==> config.mk <==
export PLATFORM = sky130hd
export DESIGN_NAME = alu_operand_collector_flat
export DESIGN_NICKNAME = d
export VERILOG_FILES = /design/src/rtl/alu_operand_collector_if.sv /design/src/rtl/alu_operand_collector.sv /design/src/flat_wrapper.sv
export SDC_FILE = /design/constraint.sdc
export NUM_CORES = 1
export LEC_CHECK = 0
export CORE_MARGIN = 2
export CORE_UTILIZATION = 45
export DETAILED_ROUTE_END_ITERATION = 7
export PLACE_DENSITY = 0.74
export SLEW_MARGIN = 20
export SYNTH_ARGS = -nofsm -noshare
export SYNTH_HDL_FRONTEND = slang
export SYNTH_SLANG_ARGS = --single-unit
==> constraint.sdc <==
create_clock -name clk -period 2.45 [get_ports clk]
set_input_delay 0.49 -clock clk [delete_from_list [all_inputs] [get_ports clk]]
set_output_delay 0.49 -clock clk [all_outputs]
set_load 0.02 [all_outputs]
==> src/rtl/alu_operand_collector_if.sv <==
// Operand-collector bus: driver-side inputs, staged operand set and status toward the ALU stage.
interface alu_operand_collector_if #(
    parameter int WIDTH     = 8,
    parameter int CMD_WIDTH = 3,
    parameter int TIMEOUT   = 16
);
    localparam int CNT_W = $clog2(TIMEOUT + 1);

    logic                 ce;
    logic [1:0]           inp_valid;
    logic [WIDTH-1:0]     opa_in;
    logic [WIDTH-1:0]     opb_in;
    logic [CMD_WIDTH:0]   cmd_in;
    logic                 mode_in;
    logic                 cin_in;
    logic [WIDTH-1:0]     opa_out;
    logic [WIDTH-1:0]     opb_out;
    logic [CMD_WIDTH:0]   cmd_out;
    logic                 mode_out;
    logic                 cin_out;
    logic                 op_valid;
    logic                 err;
    logic                 busy;
    logic [CNT_W-1:0]     wait_cnt;

    modport master (
        output ce, inp_valid, opa_in, opb_in, cmd_in, mode_in, cin_in,
        input  opa_out, opb_out, cmd_out, mode_out, cin_out, op_valid, err, busy, wait_cnt
    );

    modport slave (
        input  ce, inp_valid, opa_in, opb_in, cmd_in, mode_in, cin_in,
        output opa_out, opb_out, cmd_out, mode_out, cin_out, op_valid, err, busy, wait_cnt
    );
endinterface

==> src/rtl/alu_operand_collector.sv <==
// Collects OPA/OPB arriving on separate cycles into one registered operand set,
// with a bounded wait window for the partner operand.
module alu_operand_collector #(
    parameter int WIDTH     = 8,
    parameter int CMD_WIDTH = 3,
    parameter int TIMEOUT   = 16
) (
    input  logic                   clk,
    input  logic                   rst,
    alu_operand_collector_if.slave bus
);
    localparam int CNT_W = $clog2(TIMEOUT + 1);
    localparam logic [CNT_W-1:0] LAST = CNT_W'(TIMEOUT - 1);

    typedef enum logic [1:0] {IDLE, WAIT_A, WAIT_B} state_t;

    state_t             state_q,   state_nxt;
    logic [CNT_W-1:0]   cnt_q,     cnt_nxt;
    // Only one operand is ever pending, so a single hold register serves both waits.
    logic [WIDTH-1:0]   hold_op_q, hold_op_nxt;
    logic [CMD_WIDTH:0] hold_cmd_q, hold_cmd_nxt;
    logic               hold_mode_q, hold_mode_nxt;
    logic               hold_cin_q, hold_cin_nxt;
    logic [WIDTH-1:0]   opa_q,  opa_nxt;
    logic [WIDTH-1:0]   opb_q,  opb_nxt;
    logic [CMD_WIDTH:0] cmd_q,  cmd_nxt;
    logic               mode_q, mode_nxt;
    logic               cin_q,  cin_nxt;
    logic               valid_q, valid_nxt;
    logic               err_q,   err_nxt;

    always_ff @(posedge clk or negedge rst) begin
        if (!rst) begin
            state_q     <= IDLE;
            cnt_q       <= '0;
            hold_op_q   <= '0;
            hold_cmd_q  <= '0;
            hold_mode_q <= 1'b0;
            hold_cin_q  <= 1'b0;
            opa_q       <= '0;
            opb_q       <= '0;
            cmd_q       <= '0;
            mode_q      <= 1'b0;
            cin_q       <= 1'b0;
            valid_q     <= 1'b0;
            err_q       <= 1'b0;
        end else if (bus.ce) begin
            state_q     <= state_nxt;
            cnt_q       <= cnt_nxt;
            hold_op_q   <= hold_op_nxt;
            hold_cmd_q  <= hold_cmd_nxt;
            hold_mode_q <= hold_mode_nxt;
            hold_cin_q  <= hold_cin_nxt;
            opa_q       <= opa_nxt;
            opb_q       <= opb_nxt;
            cmd_q       <= cmd_nxt;
            mode_q      <= mode_nxt;
            cin_q       <= cin_nxt;
            valid_q     <= valid_nxt;
            err_q       <= err_nxt;
        end else begin
            valid_q     <= 1'b0;
            err_q       <= 1'b0;
        end
    end

    always_comb begin
        state_nxt     = state_q;
        cnt_nxt       = cnt_q;
        hold_op_nxt   = hold_op_q;
        hold_cmd_nxt  = hold_cmd_q;
        hold_mode_nxt = hold_mode_q;
        hold_cin_nxt  = hold_cin_q;
        opa_nxt       = opa_q;
        opb_nxt       = opb_q;
        cmd_nxt       = cmd_q;
        mode_nxt      = mode_q;
        cin_nxt       = cin_q;
        valid_nxt     = 1'b0;
        err_nxt       = 1'b0;

        unique case (state_q)
            IDLE: begin
                unique case (bus.inp_valid)
                    2'b11: begin
                        opa_nxt   = bus.opa_in;
                        opb_nxt   = bus.opb_in;
                        cmd_nxt   = bus.cmd_in;
                        mode_nxt  = bus.mode_in;
                        cin_nxt   = bus.cin_in;
                        valid_nxt = 1'b1;
                    end
                    2'b01, 2'b10: begin
                        hold_op_nxt   = bus.inp_valid[0] ? bus.opa_in : bus.opb_in;
                        hold_cmd_nxt  = bus.cmd_in;
                        hold_mode_nxt = bus.mode_in;
                        hold_cin_nxt  = bus.cin_in;
                        cnt_nxt       = '0;
                        state_nxt     = bus.inp_valid[0] ? WAIT_B : WAIT_A;
                    end
                    default: ;
                endcase
            end
            WAIT_A, WAIT_B: begin
                if (bus.inp_valid == 2'b11) begin
                    opa_nxt   = bus.opa_in;
                    opb_nxt   = bus.opb_in;
                    cmd_nxt   = bus.cmd_in;
                    mode_nxt  = bus.mode_in;
                    cin_nxt   = bus.cin_in;
                    valid_nxt = 1'b1;
                    cnt_nxt   = '0;
                    state_nxt = IDLE;
                end else if ((state_q == WAIT_B && bus.inp_valid == 2'b10) ||
                             (state_q == WAIT_A && bus.inp_valid == 2'b01)) begin
                    opa_nxt   = (state_q == WAIT_B) ? hold_op_q : bus.opa_in;
                    opb_nxt   = (state_q == WAIT_B) ? bus.opb_in : hold_op_q;
                    cmd_nxt   = hold_cmd_q;
                    mode_nxt  = hold_mode_q;
                    cin_nxt   = hold_cin_q;
                    valid_nxt = 1'b1;
                    cnt_nxt   = '0;
                    state_nxt = IDLE;
                end else begin
                    // A repeat of the already-held operand refreshes it without restarting the window.
                    if (bus.inp_valid != 2'b00) begin
                        hold_op_nxt = (state_q == WAIT_B) ? bus.opa_in : bus.opb_in;
                    end
                    if (cnt_q == LAST) begin
                        err_nxt   = 1'b1;
                        cnt_nxt   = '0;
                        state_nxt = IDLE;
                    end else begin
                        cnt_nxt = cnt_q + CNT_W'(1);
                    end
                end
            end
            default: begin
                state_nxt = IDLE;
                cnt_nxt   = '0;
            end
        endcase
    end

    assign bus.opa_out  = opa_q;
    assign bus.opb_out  = opb_q;
    assign bus.cmd_out  = cmd_q;
    assign bus.mode_out = mode_q;
    assign bus.cin_out  = cin_q;
    assign bus.op_valid = valid_q;
    assign bus.err      = err_q;
    assign bus.busy     = (state_q != IDLE);
    assign bus.wait_cnt = cnt_q;
endmodule
==> src/flat_wrapper.sv <==
// flat-port wrapper written by rule: the top's interface ports become plain ports
module alu_operand_collector_flat 
#(
    parameter int WIDTH     = 8,
    parameter int CMD_WIDTH = 3,
    parameter int TIMEOUT   = 16
)
  (clk, rst, bus_ce, bus_inp_valid, bus_opa_in, bus_opb_in, bus_cmd_in, bus_mode_in, bus_cin_in, bus_opa_out, bus_opb_out, bus_cmd_out, bus_mode_out, bus_cin_out, bus_op_valid, bus_err, bus_busy, bus_wait_cnt);
  alu_operand_collector_if #(.WIDTH(WIDTH), .CMD_WIDTH(CMD_WIDTH), .TIMEOUT(TIMEOUT)) bus_i ();
  input  logic clk;
  input  logic rst;
  input wire logic [$bits(bus_i.ce)-1:0] bus_ce;
  input wire logic [$bits(bus_i.inp_valid)-1:0] bus_inp_valid;
  input wire logic [$bits(bus_i.opa_in)-1:0] bus_opa_in;
  input wire logic [$bits(bus_i.opb_in)-1:0] bus_opb_in;
  input wire logic [$bits(bus_i.cmd_in)-1:0] bus_cmd_in;
  input wire logic [$bits(bus_i.mode_in)-1:0] bus_mode_in;
  input wire logic [$bits(bus_i.cin_in)-1:0] bus_cin_in;
  output wire logic [$bits(bus_i.opa_out)-1:0] bus_opa_out;
  output wire logic [$bits(bus_i.opb_out)-1:0] bus_opb_out;
  output wire logic [$bits(bus_i.cmd_out)-1:0] bus_cmd_out;
  output wire logic [$bits(bus_i.mode_out)-1:0] bus_mode_out;
  output wire logic [$bits(bus_i.cin_out)-1:0] bus_cin_out;
  output wire logic [$bits(bus_i.op_valid)-1:0] bus_op_valid;
  output wire logic [$bits(bus_i.err)-1:0] bus_err;
  output wire logic [$bits(bus_i.busy)-1:0] bus_busy;
  output wire logic [$bits(bus_i.wait_cnt)-1:0] bus_wait_cnt;
  assign bus_i.ce = bus_ce;
  assign bus_i.inp_valid = bus_inp_valid;
  assign bus_i.opa_in = bus_opa_in;
  assign bus_i.opb_in = bus_opb_in;
  assign bus_i.cmd_in = bus_cmd_in;
  assign bus_i.mode_in = bus_mode_in;
  assign bus_i.cin_in = bus_cin_in;
  assign bus_opa_out = bus_i.opa_out;
  assign bus_opb_out = bus_i.opb_out;
  assign bus_cmd_out = bus_i.cmd_out;
  assign bus_mode_out = bus_i.mode_out;
  assign bus_cin_out = bus_i.cin_out;
  assign bus_op_valid = bus_i.op_valid;
  assign bus_err = bus_i.err;
  assign bus_busy = bus_i.busy;
  assign bus_wait_cnt = bus_i.wait_cnt;
  alu_operand_collector #(.WIDTH(WIDTH), .CMD_WIDTH(CMD_WIDTH), .TIMEOUT(TIMEOUT)) u_core (.clk(clk), .rst(rst), .bus(bus_i));
endmodule
* Word-level counts from Yosys, hierarchy flattened *
Cells that the tools add are included.

storage, ports and cells
  register bits = 45
  output and inout bits = 30

operators by class
  equality and inequality tests = 13
  add/sub/neg operators = 1
  reductions and logical operators = 14
  multiplexer cells = 50

operator list
  operator               count
  $mux W8                14
  $pmux W8 S2            3
  $mux W5                4
  $mux W1                15
  $mux W4                3
  $mux W2                5
  $pmux W5 S2            1
  $pmux W4 S2            1
  $eq A2 B2 Y1 const B   3
  $ne A2 B2 Y1 const B   3
  $pmux W1 S2            3
  $reduce_and A3 Y1      2
  $reduce_and A6 Y1      1
  $reduce_bool A2 Y1     3
  $add A5 B1 Y5 const B  1
  $eq A5 B4 Y1 const B   1
  $eq A2 B1 Y1 const B   2
  $ne A2 B1 Y1 const B   2
  $ne A4 B1 Y1 const B   1
  $pmux W2 S2            1
  $reduce_and A4 Y1      1
  $reduce_or A2 Y1       2
  $ne A3 B1 Y1 const B   1
  $logic_and A1 B1 Y1    2
  other kinds (3)        3

* Depth between registers and ports, before layout *
Gate-level depths: netlist (run 1).

  word-level depth = 7
  depth in mapped cells = 8
  depth with buffers taken out = 6

* Least setup slack after synthesis (run 1) *
No wires, ideal clock.

  kind = reg2reg
  start point = reg u_core.state_q[0]
  end point = reg u_core.hold_op_q[0]
  setup time = 0.125 ns
  stages on the path, launching flop included = 6
  data required time = 2.325 ns
  arrival = 1.831 ns
  clock period less this slack = 1.956 ns
  setup slack = 0.494 ns
  cells stage by stage = dfrtp_1 > inv_1 > ha_1 > mux2i_2 > mux2_2 > mux2_2

between the ends
  longest elaborated chain between the ends = 6
  elaborated cells between the ends (all ways) = 18
  classes of those cells = 6 x eq/ne; 5 x mux; 7 x reduce/logical

RTL lines
  item                    line                                                                                     RTL
  from (decl)             alu_operand_collector.sv:17                                                              state_t state_q, state_nxt;
  from (signal assigned)  alu_operand_collector.sv:48                                                              state_q <= state_nxt;
  $eq A2 B2 Y1            alu_operand_collector.sv:82, alu_operand_collector.sv:114, alu_operand_collector.sv:127
  $mux W8                 alu_operand_collector.sv:127                                                             hold_op_nxt = (state_q == WAIT_B) ? bus.opa_in : bus.opb_in;
  $mux W8                 alu_operand_collector.sv:126                                                             if (bus.inp_valid != 2'b00) begin
  $mux W8                 alu_operand_collector.sv:114                                                             end else if ((state_q == WAIT_B && bus.inp_valid == 2'b10) ||
  $mux W8                 alu_operand_collector.sv:105                                                             if (bus.inp_valid == 2'b11) begin
  $pmux W8 S2             alu_operand_collector.sv:82                                                              unique case (state_q)
  to (signal assigned)    alu_operand_collector.sv:50                                                              hold_op_q <= hold_op_nxt;
  to (decl)               alu_operand_collector.sv:20                                                              logic [WIDTH-1:0] hold_op_q, hold_op_nxt;

Parallel ways exist; a longest one is shown, timed or not. The select of a mux whose other input is x is not followed.
A chain may end at the register's enable or synchronous reset.

* Worst setup path after layout (run 1) *
  start point = reg u_core.state_q[0]
  end point = out bus_busy

between the ends
  longest elaborated chain between the ends = 1

RTL lines
  item                line                          RTL
  $reduce_bool A2 Y1  alu_operand_collector.sv:152  assign bus.busy = (state_q != IDLE);
  to (decl)           flat_wrapper.sv:26            output wire logic [$bits(bus_i.busy)-1:0] bus_busy;

No other way between the ends.

==> results.md, run 1 <==
* Crit path DAT at 1.77 ns
* Power Dens Cells at 1230 nW/um^2
* Clock latency on the worst-skew pair at 0.29 ns
* Post-DRT Antenna Nets at 0
* Place WS at -0.0126 ns
* Setup crit end: bus_busy
* Synth cell types at 30
* Synth Cell Area at 2230 um^2
* DR iter-0 viols at 77
* Period utilisation layout at 92.3%
* Post-Syn Nets at 240
* WS Path Type: register to output port
* Reg clk slew, reported paths at 0.08 ns
* Initial antenna violation count at 0
* Max_cap viols at 0
* Unrepaired setup endpoints after global routing: no
* Final min period at 2.26 ns
* Setup Skew at 0.00284 ns
* Per-cell routed wire length at 13.3 um
* WHS at 0.270 ns
* Placed insts at 329
* Final core occ at 63.7%
* Post-DP HPWL at 3.22 mm
* Cell area after layout at 3030 um^2
* Max FO, Critical Path at 4
* CORE AREA at 4750 um^2
* Crit. Startpoint: u_core.state_q[0]
* Seq/Total Area, Yosys at 50.5%
* Hold Path Class: input pin to asynchronous set/reset pin
* Pleak at 1.34 nW
* R2R setup slack at 0.46 ns
* Initial Utilization at 46.9%
* Post_cts resized at 0
* Drt drc at 0
* Placer Congestion at 0.782
* H-tree levels at 2
* Die H at 74.4 um
* Worst-margin pin slew at 0.580 ns
* Cells on worst reg2reg path at 6
* Final setup margin at 0.190 ns
* Synthesized area per cell at 10.9 um^2
* Maximum number of pins on one net before global-route repair at 46
* TritonCTS clock tree: done
* Final setup viols at 0
* Fillers at 399
* Die ar. at 5530 um^2
* Cells after Synth at 204
* Nets@finish at 305
* #FFs+latches synth at 45
* Critical R2R Launch: u_core.state_q[0]
* CP Capture Type: output port
* Fin Setup TNS at 0 ns
* Hold Fails Final Rpt at 0
* Startpoint types: register
* DP Area at 2910 um^2
* Fraction of layout cells with a size suffix above 1 at 16.7%
* Slew Viols, Final at 0
* Fmax at 442 MHz
* First-pass DRT Iterations at 4
* Postcts setup bufs at 0
* Die width at 74.4 um
* Port bufs at 56
* Cts bufs inserted at 5
* Status: finished, final reports clean
* IO Count at 57
* Root Driver: clkbuf_8
* Reg2reg end: u_core.hold_op_q[3]
* GRT Util Overall at 17.1%
* YS warnings at 0
* Worst rel slew slack at 61.3%
* Vias at 1703
* Gr ovfl total at 0
* Row count at 25
* ANT cells at 0
* Vias in the first global route at 1632
* Synthesis-to-layout area growth at 35.8%
* Post-CTS Hold Buffers at 0
* Maximum clock path buffer count at 2
* Clk sinks at 45
* Routed Wire Length at 4.49 mm
* First-pass GRT wire length at 7.31 mm
* Fin cells at 337
* Worst IR Drop VDD at 0.503 mV
* Vias/cell at 5.05
* CP Data Required Time at 1.96 ns
* Total power at 3.72 mW
-- where the power goes --
group | total (mW) | switching (mW) | internal, mW
logic | 1.87 | 0.937 | 0.935
clock network | 0.582 | 0.249 | 0.333
registers | 1.27 | 0.193 | 1.07
-- worst min-delay path by stage --
stage                          from  slack [ns]                endpoint
2_1_floorplan                   rst        0.19      u_core.bus.cin_out
6_report                        rst        0.27  u_core.bus.wait_cnt[0]
4_1_cts                         rst        0.28  u_core.bus.wait_cnt[2]
3_3_place_gp   u_core.hold_cmd_q[3]        0.49    u_core.hold_cmd_q[3]
5_1_grt                         rst        0.32   u_core.bus.opa_out[1]
3_5_place_dp      u_core.hold_cin_q        0.49       u_core.hold_cin_q
-- registers in the layout (all words and copies together), names as in the netlist --
name / cells
u_core.bus.mode_out: 1
u_core.hold_op_q: 8
u_core.bus.wait_cnt: 5
u_core.hold_cmd_q: 4
u_core.bus.cmd_out: 4
u_core.hold_mode_q: 1
u_core.bus.op_valid: 1
u_core.bus.opb_out: 8
u_core.bus.opa_out: 8
u_core.bus.err: 1
u_core.bus.cin_out: 1
u_core.state_q: 2
u_core.hold_cin_q: 1
-- Yosys cell counts --
cell type	n	share of area (%)
nand3_2	1	0.45
ha_1	9	5.1
o22ai_1	1	0.28
a21oi_1	18	4.0
a31oi_1	6	1.7
buf_2	6	1.3
and3_1	1	0.28
and2_1	1	0.28
mux2_2	22	11
nand2b_1	4	1.1
nor2_1	23	3.9
a21boi_0	1	0.34
o21ai_0	5	1.1
nor2b_1	3	0.84
a22o_2	1	0.45
buf_4	1	0.34
and4b_1	1	0.45
o31ai_2	1	0.56
inv_1	6	1.0
o221a_1	1	0.51
nand4b_1	1	0.39
nand2_1	20	3.4
dfrtp_1	45	51
nand3_1	4	0.90
mux2i_1	16	7.2
nor2_4	1	0.51
o31ai_1	2	0.67
nor3_1	1	0.22
mux2i_2	1	0.62
nor3_2	1	0.45
-- logic make-up (layout without fill, tap and decap cells) --
logic type	after synthesis	after routing	synth area share (%)
AO/OA/AOI/OAI	36	36	9.66
adder cells (fa/ha/maj)	9	9	5.05
buffers and inverters	13	79	2.70
flip-flops	45	45	50.5
multiplexers	39	39	18.9
AND/OR/NAND/NOR	62	62	13.1
-- area by class of cell --
class | count | area, um^2 | area share, %
clock inverter | 1 | 30.0 | 0.992
inverter | 6 | 22.5 | 0.744
multi-input combinational | 146 | 1040 | 34.4
clock buffer | 7 | 86.3 | 2.85
tap | 67 | 83.8 | 2.77
timing repair buffer | 65 | 636 | 21.0
sequential | 45 | 1130 | 37.2
-- placed cells by master (no fill, tap or decap), drive strengths merged --
master,netlist,layout
clkbuf,0,7
nand4b,1,1
nand3,5,5
bufinv,0,1
o22ai,1,1
a31oi,6,6
nand2b,4,4
nor3,2,2
nor2,24,24
mux2,22,22
clkdlybuf4s50,0,55
a22o,1,1
o221a,1,1
a21oi,18,18
nor2b,3,3
mux2i,17,17
ha,9,9
dfrtp,45,45
nand2,20,20
a21boi,1,1
inv,6,6
and2,1,1
and3,1,1
o21ai,5,5
buf,7,10
and4b,1,1
o31ai,3,3
-- worst max-delay path, cell delays in order, from the launching register on --
cell             delay, ns
dfrtp_1               0.39
inv_1                 0.08
ha_1                  0.24
inv_1                 0.15
clkdlybuf4s50_1       0.63
-- metal layers --
layer,vias to the layer above,global-route usage [%],share of wire [%]
li1,839,-,-
met5,-,0,0
met1,811,22.7,45
met2,47,27.9,50
met3,6,3.79,4.1
met4,0,5.95,1.5
No activity file was read; power rests on OpenSTA's default activity.
==> run 2, diff against run 1 <==
Settings changed: CTS_CLUSTER_DIAMETER set to 100.
==> results of run 2 <==
No change in the layout: final DEF, timing and power equal those of run 1.
==> run 3, diff against run 2 <==
Settings changed: CORE_ASPECT_RATIO set to 0.8.
==> results.md, run 3 (same netlist as run 1, synthesis figures left out) <==
* Status: finished, final reports clean
* Combinational Power Share at 50.5%
* TritonCTS clock tree: done
* Fillers at 403
* Maximum clock path buffer count at 2
* Initial antenna violation count at 0
* Reg clk slew, reported paths at 0.09 ns
* Die width at 82.7 um
* Die ar. at 5530 um^2
* Cell area after layout at 3050 um^2
* Clock share of power at 15.7%
* Reg2reg end: u_core.hold_op_q[3]
* Root Driver: clkbuf_8
* Cts bufs inserted at 5
* IO Count at 57
* Postcts setup bufs at 0
* Crit path DAT at 1.84 ns
* Gr ovfl total at 0
* Routed Wire Length at 4.64 mm
* Hold Path Class: input pin to asynchronous set/reset pin
* Placed insts at 324
* Setup Skew at 0.0111 ns
* Initial Utilization at 47.6%
* DR iter-0 viols at 73
* Vias/cell at 5.16
* CORE AREA at 4680 um^2
* ANT cells at 0
* Clk sinks at 45
* Drt drc at 0
* Hold Fails Final Rpt at 0
* FF/Latch Area at 1130 um^2
* Most frequent cells in the layout: 55 x clkdlybuf4s50_1, 45 x dfrtp_1, 23 x nor2_1, 22 x mux2_2, 20 x nand2_1
* Seq pwr share at 33.8%
* Worst IR Drop VDD at 0.598 mV
* Worst rel slew slack at 64.3%
* Synthesis-to-layout area growth at 36.8%
* GRT Util Overall at 19.0%
* Unrepaired setup endpoints after global routing: no
* Max_cap viols at 0
* Pleak at 1.35 nW
* WS Path Type: register to output port
* Total power at 3.74 mW
* Vias at 1713
* Max FO, Critical Path at 4
* Final core occ at 65.2%
* Clock latency on the worst-skew pair at 0.30 ns
* CP Data Required Time at 1.96 ns
* First-pass GRT wire length at 7.84 mm
* Row count at 22
* Die H at 66.9 um
* Fin cells at 332
* Setup crit end: bus_busy
* Int Pwr at 2.34 mW
* Final setup viols at 0
* DP Area at 2930 um^2
* Per-cell routed wire length at 14.0 um
* Switching portion of total power at 37.4%
* Slew Viols, Final at 0
* Critical R2R Launch: u_core.state_q[0]
* Area occupied by multi-input gates at 1040 um^2
* Final min period at 2.33 ns
* Fmax at 429 MHz
* Crit. Startpoint: u_core.state_q[0]
* Place WS at 0.00316 ns
* First-pass DRT Iterations at 4
* Startpoint types: register
* Nets@finish at 307
* Final setup margin at 0.119 ns
* Post-DRT Antenna Nets at 0
* R2R setup slack at 0.42 ns
* WHS at 0.164 ns
* Post-DP HPWL at 3.41 mm
* Cells on worst reg2reg path at 6
* Most common cell after layout, fill and taps aside: clkdlybuf4s50_1
* Worst-margin pin slew at 0.536 ns
* Port bufs at 56
* Maximum number of pins on one net before global-route repair at 35
* CP Capture Type: output port
* Power Dens Cells at 1230 nW/um^2
* Vias in the first global route at 1707
* Fraction of layout cells with a size suffix above 1 at 17.6%
* Net Sw Power at 1.40 mW
* Placer Congestion at 0.760
* Period utilisation layout at 95.2%
* H-tree levels at 2
* Fin Setup TNS at 0 ns
* Post-CTS Hold Buffers at 0
* Post_cts resized at 0
## run 3: cell types whose count changed in the layout (fill, tap and decap cells not counted)
cell / before / now
buf_12: 1 / 2
buf_4: 8 / 9
clkbuf_1: 1 / 0
clkinvlp_4: 0 / 1
## run 3: routing by layer
metal	vias to the layer above	track usage, %	share of wire [%]
met3	9	3.93	4.2
li1	851	-	-
met1	812	26.3	51
met5	-	0	0
met4	0	8.20	1.9
met2	41	28.6	43
## run 3: power by group through the flow
stage	logic, mW	clock network, mW	registers, mW
floorplan	0.939	0	1.49
global placement	1.87	0	1.27
detailed placement	1.89	0	1.28
CTS	1.91	0.602	1.27
global route	2.08	0.635	1.32
finish	1.89	0.587	1.26
## run 3: layout make-up
| class | instances | area share (%) |
|---|---|---|
| repair buffers | 67 | 21.7 |
| multi-input cells | 146 | 34.2 |
| inverters | 6 | 0.739 |
| clock buffers | 6 | 2.71 |
| flip-flops and latches | 45 | 36.9 |
| clock inverters | 2 | 1.23 |
| well taps | 60 | 2.46 |
## run 3: worst min path at each step
stage | startpoint | slack, ns | cells past startpoint | to
finish | rst | 0.16 | 1 | u_core.bus.opb_out[5]
global route | rst | 0.18 | 1 | u_core.bus.wait_cnt[3]
CTS | rst | 0.17 | 1 | u_core.bus.mode_out
detailed placement | u_core.hold_cmd_q[3] | 0.49 | 1 | u_core.hold_cmd_q[3]
global placement | u_core.hold_cmd_q[0] | 0.49 | 1 | u_core.hold_cmd_q[0]
floorplan | rst | 0.19 | 0 | u_core.bus.cin_out
## run 3: critical path, stage by stage (launching register included)
cell and delay [ns]:
dfrtp_1 0.42, inv_1 0.08, ha_1 0.25, inv_1 0.16, clkdlybuf4s50_1 0.64
